$ cat src/rtl/hazard_detection_unit.sv
// Hazard detection unit: load-use interlock, taken-branch flush, multi-cycle
// mul/div occupancy of EX and data-memory wait freeze, plus a saturating
// stall-cycle counter.
module hazard_detection_unit #(
  parameter int MULDIV_LAT = 4,
  parameter int CNT_W      = 32
) (
  input  logic             clk,
  input  logic             rst,
  input  logic [4:0]       rs1_IF_ID,
  input  logic [4:0]       rs2_IF_ID,
  input  logic             use_rs1_IF_ID,
  input  logic             use_rs2_IF_ID,
  input  logic [4:0]       rd_ID_EX,
  input  logic             mem_read_ID_EX,
  input  logic             branch_taken_EX,
  input  logic             muldiv_EX,
  input  logic             mem_req_EX_MEM,
  input  logic             dmem_ready,
  input  logic             stall_clear,
  output logic             pc_write,
  output logic             if_id_write,
  output logic             id_ex_write,
  output logic             ex_mem_write,
  output logic             if_id_flush,
  output logic             id_ex_flush,
  output logic             ex_mem_flush,
  output logic             mem_wb_flush,
  output logic             muldiv_busy,
  output logic             muldiv_done,
  output logic [CNT_W-1:0] stall_cycles
);

  // Down-counter only needs to hold MULDIV_LAT-2; keep at least one bit.
  localparam int CW = (MULDIV_LAT > 2) ? $clog2(MULDIV_LAT) : 1;
  localparam logic [CW-1:0]    CNT_LOAD  = CW'(MULDIV_LAT - 2);
  localparam logic [CNT_W-1:0] STALL_MAX = '1;

  typedef enum logic {RUN, MULDIV} state_t;

  state_t           state_q, state_d;
  logic [CW-1:0]    cnt_q, cnt_d;
  logic [CNT_W-1:0] stall_q, stall_d;

  logic freeze;
  logic load_use;

  assign freeze   = mem_req_EX_MEM && !dmem_ready;
  assign load_use = mem_read_ID_EX && (rd_ID_EX != 5'd0) &&
                    ((use_rs1_IF_ID && (rs1_IF_ID == rd_ID_EX)) ||
                     (use_rs2_IF_ID && (rs2_IF_ID == rd_ID_EX)));

  // Prioritised pipeline control and next-state computation.
  always_comb begin
    // NOTE: every output and next-state value gets a default first, so no
    // path through the priority chain can leave a latch behind.
    pc_write     = 1'b1;
    if_id_write  = 1'b1;
    id_ex_write  = 1'b1;
    ex_mem_write = 1'b1;
    if_id_flush  = 1'b0;
    id_ex_flush  = 1'b0;
    ex_mem_flush = 1'b0;
    mem_wb_flush = 1'b0;
    muldiv_done  = 1'b0;
    state_d      = state_q;
    cnt_d        = cnt_q;

    if (rst) begin
      // Hold every stage while reset is applied; any mul/div is abandoned.
      pc_write     = 1'b0;
      if_id_write  = 1'b0;
      id_ex_write  = 1'b0;
      ex_mem_write = 1'b0;
      state_d      = RUN;
      cnt_d        = '0;
    end else if (freeze) begin
      // Whole pipeline waits on data memory; mul/div keeps counting down.
      pc_write     = 1'b0;
      if_id_write  = 1'b0;
      id_ex_write  = 1'b0;
      ex_mem_write = 1'b0;
      mem_wb_flush = 1'b1;
      if (state_q == MULDIV && cnt_q != '0) cnt_d = cnt_q - CW'(1);
    end else if (state_q == MULDIV) begin
      if (cnt_q != '0) begin
        pc_write     = 1'b0;
        if_id_write  = 1'b0;
        id_ex_write  = 1'b0;
        ex_mem_flush = 1'b1;
        cnt_d        = cnt_q - CW'(1);
      end else begin
        muldiv_done = 1'b1;
        state_d     = RUN;
      end
    end else if (branch_taken_EX) begin
      // Squash the two wrong-path instructions; PC loads the target.
      if_id_flush = 1'b1;
      id_ex_flush = 1'b1;
    end else if (muldiv_EX) begin
      pc_write     = 1'b0;
      if_id_write  = 1'b0;
      id_ex_write  = 1'b0;
      ex_mem_flush = 1'b1;
      state_d      = MULDIV;
      cnt_d        = CNT_LOAD;
    end else if (load_use) begin
      // One bubble; next cycle the load is in MEM and forwarding covers it.
      pc_write    = 1'b0;
      if_id_write = 1'b0;
      id_ex_flush = 1'b1;
    end
  end

  // Saturating stall counter; clear wins over increment.
  always_comb begin
    stall_d = stall_q;
    if (stall_clear)                           stall_d = '0;
    else if (!pc_write && stall_q != STALL_MAX) stall_d = stall_q + CNT_W'(1);
  end

  // State registers with synchronous active-high reset.
  always_ff @(posedge clk) begin
    // NOTE: sequential state uses non-blocking assignments so all flops
    // update together from values sampled at the same edge.
    if (rst) begin
      state_q <= RUN;
      cnt_q   <= '0;
      stall_q <= '0;
    end else begin
      state_q <= state_d;
      cnt_q   <= cnt_d;
      stall_q <= stall_d;
    end
  end

  assign muldiv_busy  = (state_q == MULDIV);
  assign stall_cycles = stall_q;

endmodule

$ cat config.mk
export PLATFORM = sky130hd
export DESIGN_NAME = hazard_detection_unit
export DESIGN_NICKNAME = d
export VERILOG_FILES = /design/src/rtl/hazard_detection_unit.sv
export SDC_FILE = /design/constraint.sdc
export NUM_CORES = 1
export LEC_CHECK = 0
export ABC_AREA = 1
export CAP_MARGIN = 25
export CORE_ASPECT_RATIO = 0.7
export CORE_UTILIZATION = 45
export CTS_CLUSTER_SIZE = 20
export DETAILED_ROUTE_END_ITERATION = 8
export GPL_ROUTABILITY_DRIVEN = 0
export PLACE_DENSITY = 0.77
export SYNTH_ARGS = -nofsm -noshare
export SYNTH_HDL_FRONTEND = slang
export SYNTH_SLANG_ARGS = --single-unit
export TNS_END_PERCENT = 5
$ cat constraint.sdc
create_clock -name clk -period 1.74 [get_ports clk]
set_input_delay 0.348 -clock clk [delete_from_list [all_inputs] [get_ports clk]]
set_output_delay 0.348 -clock clk [all_outputs]
set_load 0.02 [all_outputs]
== Yosys cells after proc, flatten, opt, wreduce, memory -nomap -nowiden ==
Cells that the tools add are included.
W data, S select, Z words.
Word-level totals
  logic and storage cells: 67
  bits of input ports: 25
  bits in registers: 35
  output and inout port bits: 42
Cells by class
  equality and inequality tests: 6
  reduce and logical (&&, ||, !) cells: 15
  $add $sub $neg: 2
  mux-type cells: 41
Operators by type and width (count)
  $mux W1: 35
  $add A32 B1 Y32 const B: 1
  $ne A32 B32 Y1 const B: 1
  $mux W2: 6
  $eq A5 B5 Y1: 2
  $logic_and A1 B1 Y1: 7
  $ne A3 B1 Y1 const B: 2
  $reduce_bool A5 Y1: 1
  $reduce_and A4 Y1: 1
  $reduce_bool A3 Y1: 1
  $logic_not A1 Y1: 2
  $ne A2 B1 Y1 const B: 1
  $reduce_bool A2 Y1: 1
  $reduce_or A2 Y1: 1
  $sub A2 B1 Y2 const B: 1
  $logic_or A1 B1 Y1: 1

== Longest topological paths before layout ==
  word-level depth: 12
  gate-level depth with buffers: 12
  mapped depth without buffers: 11

== Least setup slack after synthesis ==
No wires, ideal clock.
  path kind: input -> output
  from: input port mem_req_EX_MEM
  to: output port pc_write
  stages on the path: 9
  setup slack: -599 ps
  arrival: 1991 ps
  cells stage by stage: inv_1 nor2_1 nor2_1 inv_1 nor2_1 nand2_2 buf_2 inv_1 buf_4
Between the ends
  longest elaborated chain between the ends: 3
RTL lines
  from (decl): RTL line 18  | input logic mem_req_EX_MEM,
  $logic_and A1 B1 Y1: RTL line 48  | assign freeze = mem_req_EX_MEM && !dmem_ready;
  $mux W1 (2 in series)
  to (decl): RTL line 21  | output logic pc_write,
No other way between the ends.

== Worst setup path in the final report ==
  from: register cnt_q[0]
  to: output port pc_write
Between the ends
  longest elaborated chain between the ends: 5
RTL lines
  from (decl): RTL line 42  | logic [CW-1:0] cnt_q, cnt_d;
  from (signal assigned): RTL line 132  | cnt_q <= cnt_d;
  $reduce_bool A2 Y1: RTL line 86  | if (cnt_q != '0) begin
  $mux W1: RTL line 86
  $mux W1: RTL line 85  | end else if (state_q == MULDIV) begin
  $mux W1: RTL line 77  | end else if (freeze) begin
  $mux W1: RTL line 69  | if (rst) begin
No other way between the ends.

==> results.txt <==
slowest cell on the critical path -> dfxtp_2
vias per cell -> 5.192
CP endpoint kind -> output pin
reg2reg path depth -> 12
share of layout cells above drive strength 1 -> 22.99%
DR iter-0 viols -> 301
Worst Tran Pin Value -> 364.7 ps
post-synthesis cell area -> 2628 µm²
clk_lat worst skew -> 290 ps
nets -> 574
fmax -> 549.3 MHz
critical path required time -> 1390 ps
via count -> 3219
Hold Crit Depth -> 2
failing checks -> setup timing
total track usage -> 28.35%
port bufs -> 66
clk root buf -> clkbuf_8
clock sink count -> 35
met3 usage -> 4.368%
grt met2 use -> 43.38%
chip width -> 93.33 µm
Min-Delay Startpoint -> stall_cycles[31]
Worst Skew -> 6.090 ps
count of unique library cells instantiated by Yosys -> 26
Post-Route Utilization -> 72.22%
Setup CP Type -> reg -> out
Final setup viols -> 10
Site Rows -> 22
register area share after synthesis -> 26.67%
MaxCap Viol Count -> 0
crit path buf inv count -> 4
setup TNS -> -356.6 ps
DIE AREA -> 6153 µm²
I/O pin count -> 67
crit path from -> cnt_q[0]
Ys Warns -> 0
CP Launch Type -> flop
Slew Limit Fails -> 0
total wire length -> 8126 µm
gr ovfl total -> 0
r2r startpoint -> cnt_q[0]
# diodes -> 0
first-pass GRT wire length -> 13460 µm
Max-Slew Margin vs Limit -> 75.50%
Clock Tree Buf Depth -> 2
core area -> 5423 µm²
Layout area overhead -> 49.05%
hold buffers post-CTS -> 0
Synth Register Bits -> 35
Leak Pwr -> 1.895 nW
Wirelength per Cell -> 13.11 µm
commonest non-fill, non-tap cell in the layout -> nand2_1
Post-synth EDFFs -> 0
largest net degree at the start of global routing -> 32
Synth Area per Inst -> 5.999 µm²
DP Wirelength -> 6304 µm
RSZ-0062 raised after global routing -> true
final worst-path cycle share -> 104.6%
Worst-path clk slew -> 70 ps
minimum clock period -> 1821 ps
largest delay contributor family on the critical path -> flip-flops
router iterations before antenna repair -> 5
status -> complete, but fails checks
total CTS buffers -> 5
die height -> 65.93 µm
vias in the first global route -> 2884
initial antenna violation count -> 0
Async S/R FF share, synth -> 0%
maximum VDD drop -> 0.3203 mV
r2r endpoint -> stall_cycles[16]
Synth Flop Type -> dfxtp_1
Pwr Density -> 458.2 nW/µm²
CP Cell Sequence -> inv_2, ha_4, nor2_4, a21oi_2, inv_2, nor2_4, nand2_4, inv_6, buf_6
CTS tree -> done
Syn Inst Count -> 438
worst hold path type -> reg -> reg
most frequent cells in the layout -> nand2_1, nor2_1, buf_4
GR Util met1 -> 41.09%
Crit path arrival time -> 1470 ps
Worst Path Max Fanout -> 2
htree depth -> 2
post-route ant nets -> 0
DR DRC count -> 0
Initial Util -> 48.45%
Synthesized Nets -> 465
Final Hold Fails -> 0
critical path's largest stage delay -> 330 ps
r2r setup slk -> -40 ps
GR peak layer -> met2
Worst Hold End -> stall_cycles[31]
Overall Power -> 0.001794 W
final setup margin -> -80.52 ps
## power by group
part / internal, W / switching [W] / leakage (nW)
logic: 0.000145 / 0.000171 / 1.56
clock network: 0.000361 / 0.000303 / 0.0515
registers: 0.000806 / 0.00000790 / 0.286
total: 0.00131 / 0.000482 / 1.90
## layer usage
layer / wire length, µm / part of all wire (%) / up-vias
li1: - / - / 1615
met1: 3968 / 49 / 1456
met2: 3444 / 42 / 135
met3: 609 / 7.5 / 13
met4: 104 / 1.3 / 0
met5: 0 / 0 / -
## worst reg2reg max path: cells and delay by family, from the launching register on
kind	cells	cell delay (ps)
buffers and inverters	4	480
AND/OR/NAND/NOR	5	450
flip-flops	1	330
AO/OA/AOI/OAI	2	300
adder cells (fa/ha/maj)	1	140
## worst max-delay path by stage
stage,endpoint,slack (ps),cells past startpoint
final,pc_write,-80,9
after detailed placement,pc_write,-740,11
after global routing,stall_cycles[16],-170,12
after global placement,pc_write,-720,11
after floorplan,pc_write,-7,10
after CTS,pc_write,-90,9
## flip-flops by register name, indices dropped and copies added, names as in the netlist
signal and flops:
stall_cycles 32, cnt_q 2, muldiv_busy 1
## Yosys cell counts, types with 2 or more instances
library cell / n / share of area (%)
a21oi_2: 10 / 3.3
xnor2_1: 2 / 0.67
buf_6: 3 / 1.3
a21oi_1: 23 / 4.4
nand3_1: 42 / 8.0
nor2_1: 60 / 8.6
ha_1: 2 / 0.95
nand2_1: 141 / 20
nor2_2: 3 / 0.71
xor2_1: 13 / 4.3
buf_2: 6 / 1.1
nand3b_1: 13 / 3.7
dfxtp_1: 35 / 27
inv_2: 2 / 0.29
nor3_1: 8 / 1.5
inv_1: 44 / 6.3
o21ai_0: 4 / 0.76
nand2_2: 12 / 2.9
nand4_1: 6 / 1.4
clkbuf_1: 3 / 0.43
## stage by stage
step	setup WS, ps	hold slack, ps	instances	instance area, µm²
2_1_floorplan	-7.234	426.7	438	2708
4_1_cts	-89.40	492.1	620	3856
3_5_place_dp	-742.1	481.4	611	3764
3_3_place_gp	-723.6	467.8	611	3764
5_1_grt	-171.7	513.2	620	3916
6_report	-80.52	491.9	620	3916
## repair_timing
action                     in CTS  in global routing
resized for setup              81                 28
setup endpoints to repair      47                 56
pin swaps                      15                  0
setup buffers                   1                  0
## final cells by class
| cell class | count | area (µm²) |
|---|---|---|
| inverters | 46 | 177.7 |
| repair buffers | 115 | 1070 |
| well taps | 72 | 90.09 |
| multi-input cells | 344 | 1765 |
| fillers | 463 | 1506 |
| clock buffers | 8 | 100.1 |
| flip-flops and latches | 35 | 713.2 |
## cells by family after synthesis
kind of cell | synth area share, %
adder cells (fa/ha/maj) | 0.9522
XOR/XNOR | 5.000
flip-flops | 26.67
buffers and inverters | 9.714
AND/OR/NAND/NOR | 48.86
AO/OA/AOI/OAI | 8.809
Power figures use the tool's default switching activity.
